<file path="src/rtl/async_fifo.sv">
// async_fifo: single-clock FIFO with registered read data.
// Despite the name, both sides run on one clock, clk.
// Depth is 2**ADDR_WIDTH entries. Each pointer carries one extra wrap bit,
// so a full FIFO and an empty FIFO can be told apart.
// Optional build macro FIFO_STATUS_EN adds three outputs:
//   - level: occupancy count
//   - overflow, underflow: sticky error flags, cleared only by reset_n
module async_fifo #(
    parameter int DATA_WIDTH = 8,
    parameter int ADDR_WIDTH = 4
) (
    input  logic                  clk,
    input  logic                  reset_n,
    input  logic                  wr_en,
    input  logic [DATA_WIDTH-1:0] wr_data,
    output logic                  full,
    input  logic                  rd_en,
    output logic [DATA_WIDTH-1:0] rd_data,
    output logic                  empty
`ifdef FIFO_STATUS_EN
    ,
    output logic [ADDR_WIDTH:0]   level,
    output logic                  overflow,
    output logic                  underflow
`endif
);

    localparam int DEPTH = 1 << ADDR_WIDTH;
    localparam logic [ADDR_WIDTH:0] PTR_ONE = {{ADDR_WIDTH{1'b0}}, 1'b1};

    logic [ADDR_WIDTH:0]   wr_ptr;
    logic [ADDR_WIDTH:0]   rd_ptr;
    logic [ADDR_WIDTH:0]   wr_ptr_next;
    logic [ADDR_WIDTH:0]   rd_ptr_next;
    logic                  wr_accept;
    logic                  rd_accept;
    logic [DATA_WIDTH-1:0] mem [DEPTH];

    // Flags come straight from the registered pointers.
    // Each side is qualified against the flags as they stood before the edge.
    always_comb begin
        // NOTE: every signal gets a default first so no path leaves it unassigned (no latch).
        empty       = 1'b0;
        full        = 1'b0;
        wr_accept   = 1'b0;
        rd_accept   = 1'b0;
        wr_ptr_next = wr_ptr;
        rd_ptr_next = rd_ptr;

        empty = (wr_ptr == rd_ptr);
        full  = (wr_ptr[ADDR_WIDTH] != rd_ptr[ADDR_WIDTH]) &&
                (wr_ptr[ADDR_WIDTH-1:0] == rd_ptr[ADDR_WIDTH-1:0]);

        wr_accept = wr_en && !full;
        rd_accept = rd_en && !empty;

        if (wr_accept) begin
            wr_ptr_next = wr_ptr + PTR_ONE;
        end
        if (rd_accept) begin
            rd_ptr_next = rd_ptr + PTR_ONE;
        end
    end

    // Pointer registers. They wrap naturally modulo 2**(ADDR_WIDTH+1).
    always_ff @(posedge clk or negedge reset_n) begin
        if (!reset_n) begin
            // NOTE: state registers use non-blocking assignment so every flop samples pre-edge values.
            wr_ptr <= '0;
            rd_ptr <= '0;
        end else begin
            wr_ptr <= wr_ptr_next;
            rd_ptr <= rd_ptr_next;
        end
    end

    // Storage array written on accepted writes.
    // NOTE: the array has no reset; its contents are don't-care until written, which keeps it RAM-inferable.
    always_ff @(posedge clk) begin
        if (wr_accept) begin
            mem[wr_ptr[ADDR_WIDTH-1:0]] <= wr_data;
        end
    end

    // Registered read data, updated only on an accepted read and held otherwise.
    always_ff @(posedge clk or negedge reset_n) begin
        if (!reset_n) begin
            rd_data <= '0;
        end else if (rd_accept) begin
            rd_data <= mem[rd_ptr[ADDR_WIDTH-1:0]];
        end
    end

`ifdef FIFO_STATUS_EN
    // Occupancy is the pointer difference, so it reads 0 straight out of reset.
    always_comb begin
        level = wr_ptr - rd_ptr;
    end

    // Sticky error flags, set by a rejected request and cleared only by reset_n.
    always_ff @(posedge clk or negedge reset_n) begin
        if (!reset_n) begin
            overflow  <= 1'b0;
            underflow <= 1'b0;
        end else begin
            if (wr_en && full) begin
                overflow <= 1'b1;
            end
            if (rd_en && empty) begin
                underflow <= 1'b1;
            end
        end
    end
`endif

endmodule

</file>
<file path="config.mk">
export PLATFORM = sky130hd
export DESIGN_NAME = async_fifo
export DESIGN_NICKNAME = d
export VERILOG_FILES = /design/src/rtl/async_fifo.sv
export SDC_FILE = /design/constraint.sdc
export NUM_CORES = 1
export LEC_CHECK = 0
export BUFFER_PORTS_ARGS = -buffer_cell sky130_fd_sc_hd__buf_2
export CAP_MARGIN = 20
export CORE_UTILIZATION = 55
export DETAILED_ROUTE_END_ITERATION = 8
export PLACE_DENSITY = 0.81
export SYNTH_ARGS = -nofsm -noshare
export SYNTH_HDL_FRONTEND = slang
export SYNTH_SLANG_ARGS = --single-unit
</file>
<file path="constraint.sdc">
create_clock -name clk -period 2.4 [get_ports clk]
set_clock_uncertainty 0.1 [all_clocks]
set_input_delay 0.24 -clock clk [delete_from_list [all_inputs] [get_ports clk]]
set_output_delay 0.24 -clock clk [all_outputs]
set_load 0.03 [all_outputs]
</file>
==> flow_summary.ini <==
[routing]
totalWireLength_um = 12410
vias_per_cell = 6.114
ant_nets = 0
vias = 3008
firstDrtPassIters = 4
route.detailed.drc = 0
wl_per_cell_um = 25.23
drt-initial-drc-count = 300

[synth]
syn_avg_cell_area_um2 = 19.78
yosysTopAreaCell = edfxtp_1
ys_top_cells_by_count = edfxtp_1 (128), dfrtp_1 (18), mux2_2 (18)
synth_most_common_cell = edfxtp_1
syn-cell-area_um2 = 5953
synth_cell_types = 28
yosysWarnings = 0
yosys_register_bits = 146
synth_edf_count = 128
synth_top_area_share_pct = 64.56
synthesis.nets = 318
postSynthCellCount = 301
synthFlopType = edfxtp_1
synth.area.top_cells = edfxtp_1 (65%), dfrtp_1 (7.6%), mux4_1 (5.7%), mux4_2 (4.2%), mux2_2 (3.4%)
synthArstFlopShare_pct = 12.33
seq_area_frac_synth_pct = 72.13

[sta]
tns_ns = 0
period_needed_ns = 2.309
fmax_mhz = 433.1
post-route-period-util_pct = 96.21
whs_ns = 0.01840
maxSlewViolCount = 0
relSlewSlack_pct = 36.02
grt_setup_unrepaired = no
finalHoldViolCount = 0
setup_viol = 0
tightest_slew_ns = 0.9577

[floorplan]
fp.coreArea_um2 = 10420
die_x_um = 106.0
pin_count = 22
rows = 37
initial_core_util_pct = 57.15
die_h_um = 106.0
fp.dieArea_um2 = 11240

[grt]
grt_pass1_vias = 3223
grt_pass1_wl_um = 18950
grt_use_total_pct = 24.42
antenna_found_initial = 0
grt_overflow = 0
grt_max_degree = 44

[pwr]
p_leak_nw = 2.518
powerDensity_nw_per_um2 = 1313
ir_worst_vdd_uv = 791.2

[finish]
drive_above_1_share_pct = 25.56
nets = 360
diodes = 0
synthToLayoutAreaGrowth_pct = 17.51

[place]
gp_congestion = 0.8073
io_buffers = 21
dp_hpwl_um = 7806

[clock_tree]
clk_latency_ns = 0.53
cts_tree = yes
clockBufferDepth = 2
h-tree-depth = 4
cts_setup_buffers = 0
cts_buffers = 17
cts.sinks = 146
clkTransAtPathRegs_ns = 0.06
ctsRootBufferMaster = clkbuf_8

[worst_setup_path]
start_kind = flip-flop
criticalPathCategory = flip-flop to output pin
critPathMaxFanout = 7
cp.arrival_ns = 1.97
cp.required_ns = 2.06
cp-end-kind = output pin

[worst_hold_path]
hold_class = primary input to flip-flop

[job]
drv_cap = 0

[outcome]
status = complete, no violations
flip-flops by register name (all words and copies together) (netlist names):
| name | flops |
|---|---|
| wr_ptr | 5 |
| mem | 128 |
| rd_ptr | 5 |
| rd_data | 8 |
layout by cell type (no fill, tap or decap), drive strengths merged, types with 3 or more instances in the layout:
cell / synthesis / final
inv: 3 / 3
clkbuf: 4 / 19
nor2b: 5 / 5
o211ai: 5 / 5
buf: 12 / 31
ha: 5 / 5
mux4: 24 / 24
nor2: 4 / 4
clkinv: 0 / 5
and3: 15 / 15
mux2: 18 / 18
dfrtp: 18 / 18
a22o: 8 / 8
edfxtp: 128 / 128
mux2i: 16 / 16
bufinv: 0 / 8
xnor2: 13 / 13
dlygate4sd3: 0 / 8
a221oi: 8 / 8
nand2b: 8 / 8
routing by layer:
layer,vias up,track usage (%),share of wire (%),routed length (um)
met3,26,5.886,6.6,823
met2,119,40.38,52,6430
met1,1551,31.21,39,4818
met4,0,10.12,2.7,339
met5,-,0,0,0
li1,1312,-,-,-
critical path, stage by stage, from the launching register on:
cell and delay [ns]:
dfrtp_1 0.46, xnor2_1 0.28, nand4_2 0.19, buf_4 0.20, nor2_1 0.10, buf_2 0.21
area by class of cell:
type	count	area, um2
clock buffers	19	421.7
clock inverters	13	261.5
fillers	666	3421
inverters	3	11.26
multi-input cells	136	1563
flip-flops and latches	146	4295
well taps	136	170.2
repair buffers	39	272.8
repair_timing:
action                                  CTS  global route
endpoints found under the setup margin    0             8
hold endpoints to repair                 54             0
hold buffers                              8             0
gates resized for setup                   0             1
through the flow:
stage               cells  setup slack (ns)  cell area (um2)  total power (W)  util [%]
floorplan             301            0.2241             5953         0.005367         -
global placement      452            0.1706             6231         0.006061     59.82
detailed placement    452            0.1330             6231         0.006145     59.82
CTS                   492           0.05128             6994         0.009231     67.15
global route          492          0.002990             6995         0.009524     67.16
finish                492           0.09106             6995         0.009183     67.16
cells by family (layout without fill, tap and decap cells):
family / count (synthesis) / after routing / synth area share, %
XOR/XNOR: 14 / 14 / 2.060
AND/OR/NAND/NOR: 35 / 35 / 3.594
flip-flops: 146 / 146 / 72.13
AO/OA/AOI/OAI: 24 / 24 / 3.531
adder cells (fa/ha/maj): 5 / 5 / 1.051
buffers and inverters: 19 / 74 / 1.639
multiplexers: 58 / 58 / 15.99
report_power, final:
part	leakage (nW)	switching, W	internal, W
Sequential	1.36	0.000238	0.00316
Combinational	0.821	0.00146	0.00125
Clock	0.332	0.000978	0.00209
Total	2.52	0.00268	0.00650
worst paths after layout:
path,startpoint,end,slack (ns),cells past startpoint
min in group asynchronous,reset_n,rd_ptr[3],0.13,2
worst max register to register,wr_ptr[1],mem[10][5],0.13,4
worst min register to register,rd_data[7],rd_data[7],0.41,1
max in group asynchronous,reset_n,rd_ptr[2],1.70,2
worst min-delay path,wr_data[0],mem[11][0],0.02,1
worst max-delay path,wr_ptr[1],empty,0.09,5
No activity file was read; power rests on OpenSTA's default activity.
